$ cat src/rtl/pipeline_trace_buffer.sv
// pipeline_trace_buffer
// Records register-writeback (commit) events from the pipeline into a
// first-word-fall-through trace FIFO. Each entry holds the capture cycle, the
// retiring PC, the destination register and the writeback data. Capture runs
// over a bounded cycle window and stops when the program halts (the IF-stage
// PC stops changing) or when the window ends. The FIFO keeps draining after
// capture has stopped.
// Optional feature macro: TRACE_DISPLAY_EN enables simulation-only event logging.
module pipeline_trace_buffer #(
    parameter int XLEN        = 32,
    parameter int DEPTH       = 16,
    parameter int CYC_W       = 16,
    parameter int MAX_CYCLES  = 31,
    parameter int HALT_CYCLES = 4
) (
    input  logic                     clk,
    input  logic                     rst,
    input  logic [XLEN-1:0]          pc_i,
    input  logic                     wb_valid_i,
    input  logic [XLEN-1:0]          wb_pc_i,
    input  logic [4:0]               wb_rd_i,
    input  logic [XLEN-1:0]          wb_data_i,
    input  logic                     rd_ready_i,
    output logic                     rd_valid_o,
    output logic [CYC_W-1:0]         rd_cycle_o,
    output logic [XLEN-1:0]          rd_pc_o,
    output logic [4:0]               rd_reg_o,
    output logic [XLEN-1:0]          rd_data_o,
    output logic [$clog2(DEPTH):0]   count_o,
    output logic [CYC_W-1:0]         cycle_o,
    output logic                     overflow_o,
    output logic                     halted_o,
    output logic                     done_o
);

    localparam int PTR_W = $clog2(DEPTH);
    localparam int CNT_W = PTR_W + 1;
    localparam int HC_W  = $clog2(HALT_CYCLES + 1);

    typedef enum logic {
        ST_RUN    = 1'b0,
        ST_HALTED = 1'b1
    } haltState_t;

    // FIFO storage, one array per entry field
    logic [CYC_W-1:0] r_memCycle [DEPTH];
    logic [XLEN-1:0]  r_memPc    [DEPTH];
    logic [4:0]       r_memReg   [DEPTH];
    logic [XLEN-1:0]  r_memData  [DEPTH];

    logic [PTR_W-1:0] r_wrPtr;
    logic [PTR_W-1:0] r_rdPtr;
    logic [CNT_W-1:0] r_count;
    logic             r_overflow;
    logic [CYC_W-1:0] r_cycle;

    haltState_t       r_state;
    logic [HC_W-1:0]  r_runCnt;
    logic [XLEN-1:0]  r_lastPc;
    logic             r_lastValid;
    logic             r_halted;
    logic             r_done;

    logic w_notEmpty;
    logic w_full;
    logic w_want;
    logic w_pop;
    logic w_push;
    logic w_drop;
    logic w_pcMatch;
    logic w_haltSet;
    logic w_cycleEnd;

    // Handshake decode: a pop needs a real head entry, and a push into a full
    // FIFO is only allowed when the head leaves on the same edge
    always_comb begin
        w_notEmpty = (r_count != '0);
        w_full     = (r_count == CNT_W'(DEPTH));
        w_want     = wb_valid_i && (wb_rd_i != 5'd0) && !r_done;
        w_pop      = w_notEmpty && rd_ready_i;
        w_push     = w_want && (!w_full || w_pop);
        w_drop     = w_want && w_full && !w_pop;
        w_pcMatch  = r_lastValid && (pc_i == r_lastPc);
        w_haltSet  = (r_state == ST_RUN) && w_pcMatch &&
                     (r_runCnt == HC_W'(HALT_CYCLES - 1));
        w_cycleEnd = (r_cycle == CYC_W'(MAX_CYCLES - 1)) ||
                     (r_cycle == CYC_W'(MAX_CYCLES));
    end

    // Write the captured event into the slot at the write pointer
    always_ff @(posedge clk) begin
        if (w_push) begin
            r_memCycle[r_wrPtr] <= r_cycle;
            r_memPc[r_wrPtr]    <= wb_pc_i;
            r_memReg[r_wrPtr]   <= wb_rd_i;
            r_memData[r_wrPtr]  <= wb_data_i;
        end
    end

    // Pointer, occupancy and sticky overflow bookkeeping
    always_ff @(posedge clk) begin
        if (rst) begin
            r_wrPtr    <= '0;
            r_rdPtr    <= '0;
            r_count    <= '0;
            r_overflow <= 1'b0;
        end else begin
            if (w_push) begin
                r_wrPtr <= r_wrPtr + PTR_W'(1);
            end
            if (w_pop) begin
                r_rdPtr <= r_rdPtr + PTR_W'(1);
            end
            case ({w_push, w_pop})
                2'b10:   r_count <= r_count + CNT_W'(1);
                2'b01:   r_count <= r_count - CNT_W'(1);
                default: r_count <= r_count;
            endcase
            if (w_drop) begin
                r_overflow <= 1'b1;
            end
        end
    end

    // Cycle counter that saturates at the last cycle of the capture window
    always_ff @(posedge clk) begin
        if (rst) begin
            r_cycle <= '0;
        end else if (r_cycle != CYC_W'(MAX_CYCLES)) begin
            r_cycle <= r_cycle + CYC_W'(1);
        end
    end

    // Halt detector: counts consecutive cycles with an unchanged IF PC and
    // latches halted/done; done also latches when the window ends
    always_ff @(posedge clk) begin
        if (rst) begin
            r_state     <= ST_RUN;
            r_runCnt    <= '0;
            r_lastPc    <= '0;
            r_lastValid <= 1'b0;
            r_halted    <= 1'b0;
            r_done      <= 1'b0;
        end else begin
            r_lastPc    <= pc_i;
            r_lastValid <= 1'b1;
            case (r_state)
                ST_RUN: begin
                    if (w_pcMatch) begin
                        if (w_haltSet) begin
                            r_state  <= ST_HALTED;
                            r_halted <= 1'b1;
                        end else begin
                            r_runCnt <= r_runCnt + HC_W'(1);
                        end
                    end else begin
                        r_runCnt <= '0;
                    end
                end
                default: begin
                    r_state <= ST_HALTED;
                end
            endcase
            if (w_haltSet || w_cycleEnd) begin
                r_done <= 1'b1;
            end
        end
    end

    // Head of the FIFO falls through to the read port; zeros when empty
    always_comb begin
        rd_valid_o = w_notEmpty;
        rd_cycle_o = '0;
        rd_pc_o    = '0;
        rd_reg_o   = '0;
        rd_data_o  = '0;
        if (w_notEmpty) begin
            rd_cycle_o = r_memCycle[r_rdPtr];
            rd_pc_o    = r_memPc[r_rdPtr];
            rd_reg_o   = r_memReg[r_rdPtr];
            rd_data_o  = r_memData[r_rdPtr];
        end
    end

    assign count_o    = r_count;
    assign cycle_o    = r_cycle;
    assign overflow_o = r_overflow;
    assign halted_o   = r_halted;
    assign done_o     = r_done;

`ifdef TRACE_DISPLAY_EN
    logic w_doneRise;
    logic w_overflowRise;

    // Edge-detect the sticky flags so each is logged once
    always_comb begin
        w_doneRise     = (w_haltSet || w_cycleEnd) && !r_done;
        w_overflowRise = w_drop && !r_overflow;
    end

    // Simulation-only event log; has no effect on any port
    always @(posedge clk) begin
        if (!rst) begin
            if (w_push) begin
                $display("cyc=%d pc=%h x%0d=%h", r_cycle, wb_pc_i, wb_rd_i, wb_data_i);
            end
            if (w_haltSet) begin
                $display("trace: halted_o rises at cyc=%0d", r_cycle);
            end
            if (w_doneRise) begin
                $display("trace: done_o rises at cyc=%0d", r_cycle);
            end
            if (w_overflowRise) begin
                $display("trace: overflow_o rises at cyc=%0d", r_cycle);
            end
        end
    end
`endif

endmodule

$ cat config.mk
export PLATFORM = sky130hd
export DESIGN_NAME = pipeline_trace_buffer
export DESIGN_NICKNAME = d
export VERILOG_FILES = /design/src/rtl/pipeline_trace_buffer.sv
export SDC_FILE = /design/constraint.sdc
export NUM_CORES = 1
export LEC_CHECK = 0
export ABC_AREA = 1
export CAP_MARGIN = 10
export CORE_ASPECT_RATIO = 0.7
export CORE_UTILIZATION = 50
export CTS_CLUSTER_DIAMETER = 80
export DETAILED_ROUTE_END_ITERATION = 7
export PLACE_DENSITY = 0.77
export SYNTH_ARGS = -nofsm -noshare
export SYNTH_HDL_FRONTEND = slang
export SYNTH_SLANG_ARGS = --single-unit
$ cat constraint.sdc
create_clock -name clk -period 8.65 [get_ports clk]
set_input_delay 0.865 -clock clk [delete_from_list [all_inputs] [get_ports clk]]
set_output_delay 0.865 -clock clk [all_outputs]
set_load 0.02 [all_outputs]
# Word level (Yosys, flattened, before mapping)
# Memories as Yosys holds them, arrays and structs flattened. A register that Yosys moved wholly into a read port is not among the register bits.
# Cells that the tools add are included.
[word_totals]
register_bits = 69
latch_bits = 0
ramBits = 1360
rom_bits = 0
in_bits = 105
mem_count = 4
[mem_list]
columns = ["name", "words", "word_bits", "read_ports", "rd_clocked_by_memory_dff", "write_ports", "line", "text"]
rows = [
  ["r_memData", 16, 32, 1, 1, 1, "49", "logic [XLEN-1:0] r_memData [DEPTH];"],
  ["r_memPc", 16, 32, 1, 1, 1, "47", "logic [XLEN-1:0] r_memPc [DEPTH];"],
  ["r_memCycle", 16, 16, 1, 1, 1, "46", "logic [CYC_W-1:0] r_memCycle [DEPTH];"],
  ["r_memReg", 16, 5, 1, 1, 1, "48", "logic [4:0] r_memReg [DEPTH];"],
]
[op_classes]
n_addsub = 6
mul = 0
div = 0
n_lt_le_gt_ge = 0
eq_ne = 9
shifts = 0
muxes = 21
n_bitwise = 1
reduce_logical = 20
[op_table]
columns = ["cell", "count"]
rows = [
  ["$mux 32", 2],
  ["$eq 16x5->1 const B", 2],
  ["$eq 32x32->1", 1],
  ["$mux 4", 8],
  ["$add 16x1->16 const B", 1],
  ["$mux 16", 1],
  ["$ne 16x5->1 const B", 1],
  ["$pmux 5 s2", 1],
  ["$reduce_bool 5->1", 2],
  ["$logic_and 1x1->1", 9],
  ["$add 4x1->4 const B", 2],
  ["$mux 1", 6],
  ["$mux 3", 2],
  ["$add 5x1->5 const B", 1],
  ["$eq 5x5->1 const B", 1],
  ["$mux 5", 1],
  ["$sub 5x1->5 const B", 1],
  ["$add 3x1->3 const B", 1],
  ["$eq 3x2->1 const B", 1],
  ["$logic_not 1->1", 3],
  ["$logic_or 1x1->1", 3],
  ["$reduce_and 3->1", 1],
  ["$eq 2x1->1 const B", 1],
  ["$eq 2x2->1 const B", 1],
  ["4 further kinds", 4],
]

# Logic depth before layout (Yosys ltp)
# Gate-level depths: netlist of the first run.
[logic_depth]
ltp_word = 7
depth_mapped = 17
ltp_nobuf = 17

# Least setup slack after synthesis of the first run
# Ideal clock, no wire load.
[synth_path]
path_kind = "input -> register"
start = "in wb_valid_i"
end = "mem r_memCycle[11][0] (enable)"
setup_ns = 0.529
arrival_time_ns = 5.108
t_required_ns = 8.121
setup_slack_ns = 3.012
stages = 6
path_cell_list = "inv_1 > nor2_1 > nand2_1 > nor2_2 > nand2_1 > nor2_1"
[synth_via]
elab_chain_len = 5
[synth_lines]
columns = ["element", "line", "text"]
rows = [
  ["from (decl)", "19", "input logic wb_valid_i,"],
  ["$logic_and 1x1->1 (2 in series)", "79", "w_want = wb_valid_i && (wb_rd_i != 5'd0) && !r_done;"],
  ["$logic_and 1x1->1", "81", "w_push = w_want && (!w_full || w_pop);"],
  ["$mux 1", "92", "if (w_push) begin"],
  ["$mux 1 (implied by the code)", "93", "r_memCycle[r_wrPtr] <= r_cycle;"],
  ["to (decl)", "46", ""],
]
# No other way between the ends.

==> impl_metrics.tcl, run 1 <==
set metrics [dict create \
    place_hpwl_mm 69.74 \
    cts_setup_buffers 0 \
    die_width_microns 402.8 \
    die-area_sq_mm 0.1138 \
    grt_setup_unrepaired "false" \
    power_leakage_nw 20.20 \
    core_sq_mm 0.1110 \
    post_cts_resized 0 \
    hold_buffers 0 \
    grt_pass1_vias 34550 \
    cts_buffers 135 \
    synth_cell_type_count 42 \
    final_layout_size_suffix_gt1_frac 0.06659 \
    synth_seq_cells 1433 \
    post_drt_via_cell_ratio 6.160 \
    synth.avg_cell_area_sq_um 13.52 \
    rows 102 \
    ys_seq_area_frac 0.7525 \
    antenna_found_initial 7 \
    final_cell_area_sq_mm 0.06359 \
    grt_usage 0.2456 \
    tritoncts "built" \
    endpoint_kind "output pin" \
    startpoint_type "register" \
    place_ws_ps 3451 \
    wire_per_inst_microns 24.19 \
    start_util 0.5063 \
    cts_root_buf "clkbuf_16" \
    final_max_slew_viol_count 0 \
    worstRegToRegCells 6 \
    slowest_stage "buf_4" \
    final.setup.tns_ps 0 \
    clock_path_buffers 3 \
    clk_pin_slew_ps 60 \
    fmax_ghz 0.1719 \
    cpPeakStageDelay_ps 830 \
    drv_cap 0 \
    layout_setup_ws_ps 2834 \
    placed_area_sq_mm 0.05930 \
    cts_sinks 1433 \
    area_growth_pct 13.13 \
    place_congestion 0.8039 \
    hold_class "reg -> reg" \
    power_density_mw_per_mm2 264.6 \
    path_max_fanout 260 \
    slew_headroom 0.1998 \
    place.port_buffers 214 \
    grt_max_degree 319 \
    period_needed_ps 5816 \
    critical_path_class "reg -> out" \
    h-tree-depth 4 \
    insertion_delay_ps 780 \
    num_vias 35920 \
    syn_nets 4274 \
    ant_nets 0 \
    mappedNetlistArea_sq_mm 0.05621 \
    hold-path-cell-count 2 \
    drc_errors 0 \
    grt_pass1_wl_mm 211.2 \
    io_pins 215 \
    setup_violations 0 \
    nets 4382 \
    hold_viol_final 0 \
    dr.pass1.iters 6 \
    synth_cells 4159 \
    drt-initial-drc-count 4803 \
    worstMarginPinSlew_ps 1200 \
    crit_chain "buf_12 -> buf_4 -> o21ai_0 -> o221ai_1 -> nand3_1 -> a21oi_1 -> clkdlybuf4s50_1" \
    hp-start "halted_o" \
    ir_drop_v 0.0002247 \
    finClkSkew_ps 44.31 \
    wl_mm 141.1 \
    required_ps 7790 \
    period_share 0.6724 \
    die_h_microns 282.5 \
    outcome "completed" \
    synth_warnings 0 \
    arrival_ps 4950 \
    overflow 0 \
    rr_startpoint "done_o" \
]
[worst max-delay path: cells and delay by family, from the launching register on]
family	cells	cell delay (ps)
flip-flops	1	430
AO/OA/AOI/OAI	3	1110
AND/OR/NAND/NOR	1	90
buffers and inverters	3	2340
[placed cells by master (no fill, tap or decap), types with 5 or more instances in the layout]
| cell | instances |
|---|---|
| ha_1 | 10 |
| o221ai_1 | 240 |
| nand3_1 | 100 |
| buf_4 | 51 |
| clkinv_1 | 25 |
| clkdlybuf4s50_1 | 213 |
| clkbuf_16 | 136 |
| dfxtp_1 | 69 |
| nor2_2 | 7 |
| clkinv_8 | 5 |
| xnor2_1 | 6 |
| inv_6 | 6 |
| o21ai_0 | 667 |
| or2_2 | 7 |
| o22ai_1 | 100 |
| bufinv_16 | 9 |
| nand4_1 | 11 |
| clkinv_2 | 17 |
| nor3_1 | 7 |
| nor2_1 | 765 |
| nor2_4 | 16 |
| edfxtp_1 | 1360 |
| clkbuf_1 | 33 |
| a21oi_1 | 106 |
| diode_2 | 5 |
| o21ai_1 | 30 |
| nand2_1 | 123 |
| inv_1 | 94 |
| o211ai_1 | 100 |
| xor2_1 | 9 |
[stage by stage]
step	std cells	total power (W)	utilization	hold slack, ps
6_report	5831	0.01682	0.5727	456.2
5_1_grt	5828	0.01743	0.5726	474.0
4_1_cts	5825	0.01688	0.5723	458.2
3_5_place_dp	5585	0.01116	0.5341	446.1
3_3_place_gp	5585	0.01110	0.5341	443.2
2_1_floorplan	4159	0.009948	-	447.2
[synth_stat cells (all sizes together)]
cell	n	area (sq um)
a31o	1	8.760
inv	100	382.9
and2	1	6.260
nor3b	1	7.510
edfxtp	1360	40840
a21oi	106	530.5
or2	7	43.79
buf	104	758.2
nand3	102	520.5
a211oi	2	20.02
o211ai	100	750.7
a31oi	3	18.77
nand2	128	498.0
dfxtp	73	1461
xnor2	6	52.55
o22ai	100	625.6
o21ai	697	3488
ha	10	125.1
nor2	788	2975
xor2	9	78.83
nor3	9	55.05
nand3b	3	22.52
o21a	2	15.01
o221ai	240	2102
clkbuf	195	742.0
nand4	12	81.33
[area by class of cell]
| class | count | area [sq um] |
|---|---|---|
| Antenna cell | 5 | 12.51 |
| Clock buffer | 169 | 3527 |
| Clock inverter | 71 | 720.7 |
| Fill cell | 8464 | 47440 |
| Inverter | 100 | 416.7 |
| Multi-Input combinational cell | 2327 | 12150 |
| Sequential cell | 1433 | 42320 |
| Tap cell | 1456 | 1822 |
| Timing Repair Buffer | 270 | 2628 |
[cell families after synthesis]
logic type	Yosys count	synth area share
DFF	1433	0.7525
and+or+nand+nor	1051	0.07490
xor gates and xnor gates	15	0.002337
AOI/OAI and AO/OA	1251	0.1345
adders and majority gates	10	0.002226
buffers and inverters	399	0.03350
[sequential cells by signal, indices dropped and copies added, names as in the netlist, named ones only]
name,cells
halted_o,1
r_lastValid,1
r_lastPc,32
overflow_o,1
r_wrPtr,4
r_memData,512
r_runCnt,3
r_memReg,80
cycle_o,16
done_o,1
r_memPc,512
r_memCycle,256
r_state,1
r_rdPtr,4
count_o,5
[report_power, final]
group	leakage (nW)	switching, W	internal, W
Sequential	12.9	0.0000608	0.00771
Clock	2.05	0.00258	0.00319
Combinational	5.21	0.00224	0.00105
[path summary, 6_finish.rpt]
| path | end | slack, ps |
|---|---|---|
| worst max-delay path | rd_reg_o[1] | 2830 |
| worst min-delay path | halted_o | 460 |
| worst max register to register | r_memCycle[12][14] | 5040 |
| worst min register to register | halted_o | 460 |
[metal layers]
metal | track usage | up-vias | routed length [microns]
li1 | - | 15940 | -
met1 | 0.3618 | 17710 | 59450
met2 | 0.3746 | 2028 | 63650
met3 | 0.04139 | 242 | 14610
met4 | 0.07926 | 6 | 3310
met5 | 0 | - | 34
Note: power is estimated with default switching activity, not from simulation.
==> run 2: changes to the inputs <==
==> constraint.sdc (replaced) <==
create_clock -name clk -period 5.8 [get_ports clk]
set_input_delay 0.58 -clock clk [delete_from_list [all_inputs] [get_ports clk]]
set_output_delay 0.58 -clock clk [all_outputs]
set_load 0.02 [all_outputs]
==> run 2 against run 1 <==
  * Critical path depth down 1
  * Utilization up 0.12 points
  * Combinational power up 50%
  * Clock-buffer cell count unchanged
  * Non-clock buffer count up 1
  * Sequential share of layout area down 0.14 points
  * Critical path type unchanged
  * Hold slack worse by 72 ps
  * Register-to-register slack worse by 2400 ps
  * Routed wire length down 0.69%
  * Power up 49%
  * Global-route usage down 0.27 points
==> impl_metrics.tcl, run 2 (synthesis results as in run 1) <==
set metrics [dict create \
    outcome "completed" \
    dr.pass1.iters 6 \
    critical_path_class "reg -> out" \
    clock_path_buffers 3 \
    antenna_found_initial 6 \
    power_frac_clock 0.341 \
    multiInputGateArea_sq_mm 0.01215 \
    final.setup.tns_ps 0 \
    final_layout_size_suffix_gt1_frac 0.06839 \
    ant_nets 0 \
    period_share 0.8696 \
    finClkSkew_ps 24.22 \
    nets 4382 \
    period_needed_ps 5044 \
    num_vias 35880 \
    setup_violations 0 \
    cts_sinks 1433 \
    fmax_ghz 0.1983 \
    mostFrequentLayoutCell "edfxtp_1" \
    arrival_ps 4460 \
    required_ps 5220 \
    crit_chain "buf_12 -> o21ai_0 -> o221ai_1 -> nand3_1 -> a21oi_1 -> clkdlybuf4s50_1" \
    final_util 0.5739 \
    met2_usage 0.3749 \
    slew_headroom 0.1082 \
    cts_setup_buffers 0 \
    place_congestion 0.8061 \
    path_max_fanout 244 \
    io_pins 215 \
    h-tree-depth 4 \
    area_growth_pct 13.36 \
    grt_usage 0.2429 \
    grt_setup_unrepaired "false" \
    start_util 0.5063 \
    cts_buffers 134 \
    wl_mm 140.1 \
    hold_viol_final 0 \
    final_cell_mix "edfxtp_1, nor2_1, o21ai_0, o221ai_1, clkdlybuf4s50_1" \
    die_h_microns 282.5 \
    place.port_buffers 214 \
    seqCellArea_sq_mm 0.04232 \
    reg_top3 "r_memData x512, r_memPc x512, r_memCycle x256" \
    slowest_stage "dfxtp_4" \
    drt-initial-drc-count 4681 \
    drc_errors 0 \
    met3_usage 0.05411 \
    tritoncts "built" \
    top_usage_layer "met2" \
    reg2reg_slack_ps 2680 \
    insertion_delay_ps 760 \
    cpPeakStageDelay_ps 830 \
    seq_power_share 0.462 \
    die-area_sq_mm 0.1138 \
    final_max_slew_viol_count 0 \
    p_comb_frac 0.197 \
    die_width_microns 402.8 \
    rows 102 \
    wire_per_inst_microns 24.03 \
    cts_root_buf "clkbuf_16" \
    power_density_mw_per_mm2 394.5 \
    core_sq_mm 0.1110 \
    grt_max_degree 265 \
    power_leakage_nw 20.24 \
    post_cts_resized 0 \
    overflow 0 \
    startpoint_type "register" \
    clk_pin_slew_ps 60 \
    power.switching_w 0.007288 \
    place_hpwl_mm 70.39 \
    p_int_w 0.01785 \
    hold_class "in -> reg" \
    gr-usage-met1 0.3431 \
    worstMarginPinSlew_ps 1338 \
    ir_drop_v 0.0003351 \
    n_fill_cell 8384 \
    drv_cap 0 \
    post_drt_via_cell_ratio 6.155 \
    hold_buffers 0 \
    switching_share 0.2899 \
    grt_pass1_vias 34260 \
    grt_pass1_wl_mm 209.2 \
    endpoint_kind "output pin" \
]
[run 2: cell count changes in the layout (fill, tap and decap cells not counted), moves of 3 or more]
cell | previous run | this run
clkbuf_1 | 33 | 26
buf_4 | 51 | 39
clkinv_16 | 4 | 1
diode_2 | 5 | 2
clkinv_2 | 17 | 14
buf_12 | 4 | 18
inv_6 | 6 | 11
clkbuf_8 | 0 | 5
clkinv_8 | 5 | 1
[run 2: path summary, 6_finish.rpt]
check	startpoint	end	cells after the start
worst min-delay path	pc_i[16]	r_lastPc[16]	3
worst max register to register	done_o	r_memPc[14][7]	6
worst max-delay path	register	rd_data_o[0]	6
worst min register to register	halted_o	halted_o	2
[run 2: cell type report]
type / instances / share of cell area
repair buffers: 271 / 0.04379
flip-flops and latches: 1433 / 0.6641
well taps: 1456 / 0.02859
inverters: 100 / 0.006539
clock inverters: 72 / 0.009523
clock buffers: 169 / 0.05680
multi-input cells: 2327 / 0.1906
diodes: 2 / 0.00007854
[run 2: power groups by stage]
stage          clock, W  sequential, W  combinational, W
2_1_floorplan         0         0.0118           0.00303
3_3_place_gp          0         0.0118           0.00479
3_5_place_dp          0         0.0118           0.00490
4_1_cts         0.00868         0.0116           0.00494
5_1_grt         0.00906         0.0116           0.00535
6_report        0.00857         0.0116           0.00494
[run 2: critical path, delay by kind of cell, from the launching register on]
kind	cells	cell delay [ps]
buffers and inverters	2	1260
AO/OA/AOI/OAI	3	1030
flip-flops	1	830
AND/OR/NAND/NOR	1	150
[run 2: through the flow]
step                      power (W)  worst slack (ps)  cell area (sq um)  hold slack [ps]  instances
after global placement      0.01662              1573              59490            439.7       5587
after floorplan             0.01484             447.4              56210            447.2       4159
final                       0.02514             756.0              63720            384.0       5830
after detailed placement    0.01674              1502              59490            445.4       5587
after global routing        0.02604             399.7              63720            381.9       5829
after CTS                   0.02524             779.8              63720            334.1       5828
[run 2: routing by layer]
metal | vias to the layer above | wire (microns) | part of all wire
met5 | - | 46 | 0.00033
met4 | 8 | 3514 | 0.025
met3 | 231 | 14840 | 0.11
met2 | 2011 | 64270 | 0.46
met1 | 17690 | 57400 | 0.41
li1 | 15940 | - | -
